<file path="src/rtl/ballot_collector.sv">
// Collects one ballot per voter over a valid/ready stream and presents the
// packed ballot vector downstream, then clears itself for the next round.
module ballot_collector #(
  parameter int N = 2,
  parameter int M = 2
) (
  input  logic                   clk,
  input  logic                   rst_n,
  input  logic                   in_valid,
  output logic                   in_ready,
  input  logic [M-1:0]           in_voter,
  input  logic [N-1:0]           in_vote,
  input  logic                   close,
  output logic                   out_valid,
  input  logic                   out_ready,
  output logic [(2**M)*N-1:0]    out_ballots,
  output logic [2**M-1:0]        out_cast,
  output logic [M:0]             out_count,
  output logic                   dup_err
);

  localparam int          SLOTS    = 2**M;
  localparam logic [M:0]  FULL_CNT = {1'b1, {M{1'b0}}};
  localparam logic [M:0]  ONE_CNT  = {{M{1'b0}}, 1'b1};

  typedef enum logic {
    COLLECT = 1'b0,
    PRESENT = 1'b1
  } state_t;

  state_t                 state, state_nx;
  logic [SLOTS*N-1:0]     ballots_nx;
  logic [SLOTS-1:0]       cast_nx;
  logic [M:0]             count_nx;
  logic                   dup_nx;

  always_ff @(posedge clk or negedge rst_n) begin
    if (!rst_n) begin
      state <= COLLECT;
    end else begin
      state <= state_nx;
    end
  end

  // Round storage: reset must discard collected ballots immediately.
  always_ff @(posedge clk or negedge rst_n) begin
    if (!rst_n) begin
      out_ballots <= '0;
      out_cast    <= '0;
      out_count   <= '0;
      dup_err     <= 1'b0;
    end else begin
      out_ballots <= ballots_nx;
      out_cast    <= cast_nx;
      out_count   <= count_nx;
      dup_err     <= dup_nx;
    end
  end

  always_comb begin
    state_nx   = state;
    ballots_nx = out_ballots;
    cast_nx    = out_cast;
    count_nx   = out_count;
    dup_nx     = 1'b0;
    in_ready   = 1'b0;
    out_valid  = 1'b0;
    case (state)
      COLLECT: begin
        in_ready = 1'b1;
        if (in_valid) begin
          if (!out_cast[in_voter]) begin
            ballots_nx[int'(in_voter)*N +: N] = in_vote;
            cast_nx[in_voter]                 = 1'b1;
            count_nx                          = out_count + ONE_CNT;
          end else begin
            dup_nx = 1'b1;
          end
        end
        // The close decision sees the count including this cycle's ballot.
        if (count_nx == FULL_CNT) begin
          state_nx = PRESENT;
        end else if (close && (count_nx != '0)) begin
          state_nx = PRESENT;
        end
      end
      PRESENT: begin
        out_valid = 1'b1;
        if (out_ready) begin
          state_nx   = COLLECT;
          ballots_nx = '0;
          cast_nx    = '0;
          count_nx   = '0;
        end
      end
      default: state_nx = COLLECT;
    endcase
  end

endmodule
</file>
<file path="config.mk">
export PLATFORM = sky130hd
export DESIGN_NAME = ballot_collector
export DESIGN_NICKNAME = d
export VERILOG_FILES = /design/src/rtl/ballot_collector.sv
export SDC_FILE = /design/constraint.sdc
export NUM_CORES = 1
export LEC_CHECK = 0
export BUFFER_PORTS_ARGS = -buffer_cell sky130_fd_sc_hd__buf_2
export CORE_MARGIN = 4
export CORE_UTILIZATION = 35
export CTS_BUF_LIST = sky130_fd_sc_hd__clkbuf_4 sky130_fd_sc_hd__clkbuf_8
export DETAILED_ROUTE_END_ITERATION = 10
export GPL_TIMING_DRIVEN = 0
export HOLD_SLACK_MARGIN = 0.05
export MAX_ROUTING_LAYER = met4
export PLACE_DENSITY_LB_ADDON = 0.12
export SYNTH_ARGS = -nofsm -noshare
export SYNTH_HDL_FRONTEND = slang
export SYNTH_SLANG_ARGS = --single-unit
export TNS_END_PERCENT = 1
</file>
<file path="constraint.sdc">
create_clock -name clk -period 2.2 [get_ports clk]
set_input_delay 0.22 -clock clk [delete_from_list [all_inputs] [get_ports clk]]
set_output_delay 0.22 -clock clk [all_outputs]
set_load 0.02 [all_outputs]
</file>
* After elaboration in Yosys (flattened, before gate mapping)
Cells that the tools add are included.
** Word-level totals
- Register bits :: 17
- Input bits :: 9
- Output and inout bits :: 18
** Operators by class
- Add/sub/neg operators :: 2
- Magnitude comparators :: 2
- Equality and inequality tests :: 4
- Shift-type cells :: 2
- Muxes and demuxes :: 27
- Bitwise gates (word level) :: 2
- Reduce and logical (&&, ||, !) cells :: 4
** Operator list (number)
- 3-bit negation with 33-bit output :: 1
- 2-bit by 33-bit variable shift with 8-bit output, first input constant :: 1
- 2-bit by 33-bit variable part select with 8-bit output :: 1
- 8-bit two-way mux :: 3
- 8-bit case mux with 2 select lines :: 1
- 3-bit two-way mux :: 4
- 4-bit two-way mux :: 3
- 1-bit two-way mux :: 10
- 8-bit bitwise mux :: 1
- 4-bit case mux with 2 select lines :: 1
- 2-bit != test, second input constant :: 3
- 3-bit case mux with 2 select lines :: 1
- 4-bit bitwise OR :: 1
- 3-bit by 1-bit adder with 3-bit output, second input constant :: 1
- 3-bit equality test, second input constant :: 1
- 2-bit by 3-bit < comparator with 1-bit output, second input constant :: 1
- 3-bit AND reduction :: 1
- 3-bit nonzero test :: 1
- 1-bit binary-select mux with 2-bit select :: 1
- 1-bit demux with 2-bit select :: 1
- 2-bit by 1-bit greater-or-equal comparator with 1-bit output, second input constant :: 1
- 1-bit logical AND :: 2
- 1-bit case mux with 2 select lines :: 1
- 1-bit NOT :: 1

* Logic depth before layout (Yosys ltp)
Gate-level depths: netlist (run 1).
- Depth in word-level cells :: 10
- Mapped depth :: 7

* Worst setup path after synthesis (run 1)
Ideal clock, no wire load.
- Path kind :: reg-to-reg
- Start :: register out_cast[2]
- End :: register state
- Setup time :: 0.124 ns
- Arrival :: 1.486 ns
- Required time :: 2.076 ns
- Setup slack :: 0.589 ns
- Cell stages (with the launch flop) :: 6
- Buffers on the path :: 0
- Cell sequence :: dfrtp_1 > mux2_4 > o22ai_4 > mux2i_1 > mux2i_1 > o21ai_1
** Between the ends
- Word-level cells in the longest chain between the ends :: 10
- Elaborated cells on any way between the ends :: 11
** Ends and longest elaborated chain
- start: declaration :: line 17 : output logic [2**M-1:0] out_cast,
- start signal: assignment :: line 54 : out_cast <= cast_nx;
- 1-bit binary-select mux with 2-bit select * :: line 72 : if (!out_cast[in_voter]) begin
- 1-bit two-way mux (implied by the code) * :: line 72
- 3-bit two-way mux * :: line 72
- 3-bit two-way mux * :: line 71 : if (in_valid) begin
- 3-bit two-way mux * :: line 68 : case (state)
- 3-bit nonzero test :: line 83 : end else if (close && (count_nx != '0)) begin
- 1-bit logical AND :: line 83
- 1-bit two-way mux :: line 83
- 1-bit two-way mux * :: line 81 : if (count_nx == FULL_CNT) begin
- 1-bit case mux with 2 select lines * :: line 68
- net state_nx :: line 31 : state_t state, state_nx;
- end signal: assignment :: line 41 : state <= state_nx;
- end: declaration :: line 31
The timed path passes the listed nets; every way through them passes the cells marked *. The select of a mux whose other input is x is not followed.
A chain may end at the register's enable or synchronous reset.

* Worst setup path after layout (run 1)
Same ends and word-level chain as after synthesis.

==> results of run 1 <==
kinds of logic (layout without fill, tap and decap cells):
| logic type | after synthesis | after routing | synth area share [%] |
|---|---|---|---|
| buffers and inverters | 13 | 44 | 5.29 |
| xor gates and xnor gates | 2 | 2 | 1.72 |
| muxes | 12 | 12 | 12.8 |
| AOI/OAI and AO/OA | 20 | 20 | 15.7 |
| DFF | 17 | 17 | 41.8 |
| adders and majority gates | 8 | 8 | 9.84 |
| and+or+nand+nor | 25 | 25 | 12.8 |
final timing paths:
check                                                   to  slack, ns  cells past startpoint
worst max-delay path                       state$_DFF_PN0_       0.60                      5
worst min register to register  out_ballots[6]$_DFFE_PN0P_       0.51                      1
min in group asynchronous         out_count[1]$_DFFE_PN0P_       0.37                      2
max in group asynchronous                dup_err$_DFF_PN0_       1.56                      2
worst max register to register             state$_DFF_PN0_       0.60                      5
worst min-delay path               out_cast[3]$_DFFE_PN0P_       0.17                      2
cell usage after synthesis, drive strengths merged (2+ instances only):
cell	count
a21oi	8
and4	2
buf	2
dfrtp	17
ha	8
inv	11
mux2	2
mux2i	10
nand2	10
nand3	2
nor2	6
nor4b	2
o21ai	7
sequential cells by signal, summed over array words and instances (netlist names):
signal	cells
out_count	3
out_ballots	8
out_cast	4
state	1
dup_err	1
area by class of cell:
class	instances	area [um2]	share of cell area, %
Timing Repair Buffer	27	140	11.4
Inverter	11	41.3	3.37
Sequential cell	17	425	34.7
Multi-Input combinational cell	67	538	43.9
Tap cell	31	38.8	3.16
Buffer	2	12.5	1.02
Clock buffer	4	30.0	2.45
timing repair:
item	CTS	global route
hold buffers	1	0
buffers inserted	0	0
endpoints found under the hold margin	17	0
layer usage:
layer / share of wire, % / vias up / GRT usage, %
li1: - / 394 / -
met1: 50 / 351 / 18.2
met2: 44 / 18 / 18.2
met3: 4.7 / 2 / 4.96
met4: 0.97 / 0 / 2.73
met5: 0 / - / -
metrics by stage:
stage	utilization [%]	hold WS [ns]
6_report	44.5	0.171
5_1_grt	44.5	0.182
4_1_cts	44.5	0.163
3_5_place_dp	43.0	0.171
3_3_place_gp	43.0	0.168
2_1_floorplan	-	-0.0756
power breakdown:
part	switching [mW]	internal, mW
logic	0.414	0.282
registers	0.0615	0.394
clock network	0.101	0.0828
total	0.576	0.758
==> impl_metrics.tcl, run 1 <==
set metrics [dict create \
    async_flop_share_pct 100 \
    drv_cap 0 \
    leakage_nw 0.636 \
    hp-class "in -> reg" \
    timing.setup.tns_ns 0 \
    yosys_warnings 0 \
    area_growth_syn_to_layout_pct 20.5 \
    fillers 290 \
    synth_cell_type_count 26 \
    syn_area_um2 1020 \
    finalMaxSlewViolations 0 \
    routed_via_density 4.81 \
    ys.flop_type "dfrtp_1" \
    place_area_um2 1190 \
    cpMostUsedCell "mux2i_1" \
    ant_nets 0 \
    cts_tree "built" \
    synth_top_area_cell "dfrtp_1" \
    cts-root-buf "clkbuf_4" \
    grt_pass1_vias 764 \
    path_delay_family "multiplexers" \
    cts.sinks 17 \
    skew_ns 0.00258 \
    port_buffers 26 \
    grt_usage_pct 13.1 \
    die_x_um 61.9 \
    maxSlewHeadroom_pct 74.8 \
    grt_pass1_wl_um 3550 \
    wire_per_inst_um 13.0 \
    arrival_ns 1.78 \
    hold_violations 0 \
    crit_path_max_incr_delay_ns 0.40 \
    path_buf_inv 0 \
    layout_common_cells "buf_2 (27), dfrtp_1 (17), inv_1 (11)" \
    hpwl_um 1600 \
    crit_path_cell_trace "mux2_4 > o22ai_4 > mux2i_1 > mux2i_1 > o21ai_1" \
    synth_edf_count 0 \
    period_needed_ns 1.60 \
    synth_top_area_share_pct 41.8 \
    reg2reg_from "out_cast[2]$_DFFE_PN0P_" \
    dp_slack_ns 0.481 \
    start_util_pct 36.9 \
    die_y_um 61.9 \
    crit_fanout 4 \
    first_iter_violations 7 \
    std_cell_rows 19 \
    syn_area_per_cell_um2 10.5 \
    syn_nets 114 \
    clk_pin_slew_ns 0.10 \
    wl_um 2070 \
    slowest_stage "dfrtp_1" \
    final_cell_area_um2 1230 \
    drt_pass1_iterations 2 \
    final_common_cell "buf_2" \
    critPathLaunch "out_cast[2]$_DFFE_PN0P_" \
    vdd_drop_max_mv 0.793 \
    grt_max_degree 18 \
    rsz0062_at_grt "false" \
    cts_buffer_depth 2 \
    gp_congestion 0.747 \
    n_antenna_cell 0 \
    status "finished, final reports clean" \
    insertion_delay_ns 0.29 \
    max_freq_mhz 624 \
    synth_area_leaders "dfrtp_1 (42%), ha_1 (9.8%), mux2i_1 (9.8%)" \
    drc_errors 0 \
    cp-start-kind "flop" \
    io_pins 27 \
    fin_crit_sh_pct 72.9 \
    crit_type "reg -> reg" \
    fin_nets 146 \
    antenna_found_initial 0 \
    dpl.cell_count 154 \
    setup_ws_ns 0.597 \
    seq_area_frac_synth_pct 41.8 \
    cp.required_ns 2.38 \
    syn_inst 97 \
    grt-ovfl-total 0 \
    p_per_area_nw_per_um2 1090 \
    route.vias.total 765 \
    core_um2 2760 \
    dieArea_um2 3830 \
    ys_ff_latch 17 \
    final-setup-viol-count 0 \
    hp-start "out_ready" \
    numCtsBuffers 3 \
    ctsResizeCount 0 \
    total_power_mw 1.33 \
    tightestPinTransition_ns 0.373 \
    end_kind "flop" \
    stdcell_count 159 \
    drive_above_1_share_pct 33.6 \
    htree_levels 1 \
]
Power figures use the tool's default switching activity.
==> run 2: changes to the inputs <==
--- a/config.mk
+++ b/config.mk
@@ -5,6 +5,7 @@
 export SDC_FILE = /design/constraint.sdc
 export NUM_CORES = 1
 export LEC_CHECK = 0
+export ABC_AREA = 1
 export BUFFER_PORTS_ARGS = -buffer_cell sky130_fd_sc_hd__buf_2
 export CORE_MARGIN = 4
 export CORE_UTILIZATION = 35
==> constraint.sdc (replaced) <==
create_clock -name clk -period 1.4 [get_ports clk]
set_input_delay 0.14 -clock clk [delete_from_list [all_inputs] [get_ports clk]]
set_output_delay 0.14 -clock clk [all_outputs]
set_load 0.02 [all_outputs]
==> run 2 against run 1 <==
Die area rose by 4.7%. Clock-buffer cell count did not move. Setup slack got worse by 0.56 ns. Maximum frequency rose by 17%. Worst hold slack got worse by 0.083 ns. Clock skew barely moved. Global-route usage fell by 0.26 points. Via count rose by 21%.
==> impl_metrics.tcl, run 2 <==
set metrics [dict create \
    core_um2 2850 \
    yosys_warnings 0 \
    syn_area_per_cell_um2 8.58 \
    min_delay_path_depth 3 \
    grt_usage_pct 12.9 \
    io_pins 27 \
    synth_cell_type_count 23 \
    arrival_ns 1.60 \
    final_cell_area_um2 1450 \
    ys.flop_type "dfrtp_1" \
    wl_um 2480 \
    synth_top_area_cell "dfrtp_1" \
    crit_path_cell_trace "nand2_1 > nand3_2 > nand2_4 > nand2_4 > nand2_4 > nand2_8 > clkinv_8 > buf_4 > nand2_1 > a21oi_2" \
    skew_ns 0.00224 \
    die_y_um 63.4 \
    cp.required_ns 1.63 \
    cp-start-kind "flop" \
    yosysMostFrequentCell "nand2_1" \
    first_iter_violations 17 \
    synth_area_leaders "dfrtp_1 (40%), ha_1 (9.3%), nand3_1 (7.5%)" \
    antenna_found_initial 0 \
    hold_violations 0 \
    top_regs "out_ballots (8), out_cast (4), out_count (3)" \
    synth_mux_area_share_pct 0 \
    routed_via_density 4.71 \
    crit_fanout 6 \
    grt_max_degree 18 \
    end_kind "flop" \
    drc_errors 0 \
    r2r_cells 10 \
    utilization_pct 50.9 \
    synth_top_cells_by_count "nand2_1 (21), inv_1 (20), dfrtp_1 (17)" \
    gp_congestion 0.786 \
    route.vias.total 924 \
    syn_inst 125 \
    cpMostUsedCell "nand2_4" \
    max_freq_mhz 731 \
    n_antenna_cell 0 \
    tightestPinTransition_ns 0.388 \
    synth_compound_area_share_pct 9.33 \
    fin_nets 183 \
    hp-start "in_vote[1]" \
    port_buffers 26 \
    std_cell_rows 19 \
    grt-ovfl-total 0 \
    setup_ws_ns 0.0327 \
    critPathLaunch "out_cast[3]$_DFFE_PN0P_" \
    reg2reg_from "out_cast[3]$_DFFE_PN0P_" \
    cts_tree "built" \
    cts-root-buf "clkbuf_4" \
    min_to "out_ballots[1]$_DFFE_PN0P_" \
    drt_pass1_iterations 4 \
    synth_edf_count 0 \
    reg2reg_slack_ns 0.03 \
    maxSlewHeadroom_pct 73.9 \
    grt_pass1_vias 892 \
    ys_ff_latch 17 \
    final_common_cell "buf_2" \
    synth_top_area_share_pct 39.7 \
    ant_nets 0 \
    syn_nets 142 \
    synthXorXnorAreaFrac_pct 0 \
    final-setup-viol-count 0 \
    period_needed_ns 1.37 \
    syn_area_um2 1070 \
    dieArea_um2 4010 \
    fin_crit_sh_pct 97.7 \
    dp_slack_ns 0.0215 \
    hp-class "in -> reg" \
    rsz0062_at_grt "true" \
    htree_levels 1 \
    cts.sinks 17 \
    grt_pass1_wl_um 4080 \
    finalMaxSlewViolations 0 \
    insertion_delay_ns 0.29 \
    crit_type "reg -> reg" \
    r2r_end "out_cast[1]$_DFFE_PN0P_" \
    vdd_drop_max_mv 0.945 \
    drive_above_1_share_pct 45.5 \
    largest_reg_flops 8 \
    synthAdderAreaFrac_pct 9.33 \
    cts_buffer_depth 2 \
    async_flop_share_pct 100 \
    start_util_pct 37.6 \
    clk_pin_slew_ns 0.09 \
    layout_common_cells "buf_2 (26), nand2_1 (20), inv_1 (19)" \
    synthSimpleGateAreaFrac_pct 31.7 \
    p_per_area_nw_per_um2 1750 \
    leakage_nw 0.767 \
    seq_area_frac_synth_pct 39.7 \
    status "finished, final reports clean" \
    place_area_um2 1240 \
    numCtsBuffers 3 \
    area_growth_syn_to_layout_pct 35.5 \
    holdWs_ns 0.0876 \
    wire_per_inst_um 12.7 \
    drv_cap 0 \
    synth_top_family_by_area "simple AND/OR/NAND/NOR gates" \
    crit_path_max_incr_delay_ns 0.41 \
    timing.setup.tns_ns 0 \
    die_x_um 63.4 \
    slowest_stage "dfrtp_1" \
    largest_register "out_ballots" \
    hpwl_um 1760 \
]
[run 2: metal layers]
| metal | wire length, um | global-route usage [%] |
|---|---|---|
| met1 | 1190 | 17.2 |
| met2 | 1160 | 19.4 |
| met3 | 100 | 3.37 |
| met4 | 29 | 3.23 |
| met5 | 0 | - |
[run 2: report_power, final]
part	internal [mW]	total [mW]	switching (mW)	leakage, nW
Combinational	0.584	1.53	0.944	0.524
Sequential	0.622	0.732	0.110	0.225
Clock	0.130	0.283	0.153	0.0184
[run 2: worst max path at each step]
stage	slack, ns	cells past startpoint	to
2_1_floorplan	0.06	10	out_ballots[0]$_DFFE_PN0P_
3_3_place_gp	0.03	13	out_ballots[0]$_DFFE_PN0P_
3_5_place_dp	0.02	13	out_ballots[0]$_DFFE_PN0P_
4_1_cts	0.006	11	out_ballots[0]$_DFFE_PN0P_
5_1_grt	-0.04	9	out_ballots[2]$_DFFE_PN0P_
6_report	0.03	10	out_cast[1]$_DFFE_PN0P_
[run 2: through the flow]
| stage | instances | power, mW |
|---|---|---|
| 5_1_grt | 196 | 2.73 |
| 3_5_place_dp | 182 | 1.95 |
| 3_3_place_gp | 182 | 1.92 |
| 2_1_floorplan | 125 | 1.62 |
| 6_report | 196 | 2.54 |
| 4_1_cts | 187 | 2.24 |
[run 2: logic make-up (layout without fill, tap and decap cells)]
logic type	Yosys count	in the layout
compound gates	14	14
fa+ha+maj	8	8
flops	17	17
buf+inv	25	65
simple gates	61	61
[run 2: critical path, delay by kind of cell (launching register included)]
family / cells / cell delay [ns]
flip-flops: 1 / 0.41
AO/OA/AOI/OAI: 1 / 0.11
buffers and inverters: 2 / 0.20
AND/OR/NAND/NOR: 7 / 0.58
[run 2: cell type report]
| type | count | area (um2) |
|---|---|---|
| clock buffers | 4 | 30.0 |
| fillers | 298 | 1400 |
| inverters | 25 | 111 |
| multi-input cells | 83 | 631 |
| flip-flops and latches | 17 | 427 |
| well taps | 31 | 38.8 |
| repair buffers | 36 | 215 |
[run 2: timing repair]
| action | 4_1_cts | 5_1_grt |
|---|---|---|
| setup buffers | 0 | 9 |
| gates resized for setup | 0 | 20 |
| hold buffers | 1 | 0 |
| endpoints found under the setup margin | 0 | 13 |
| hold endpoints to repair | 17 | 0 |
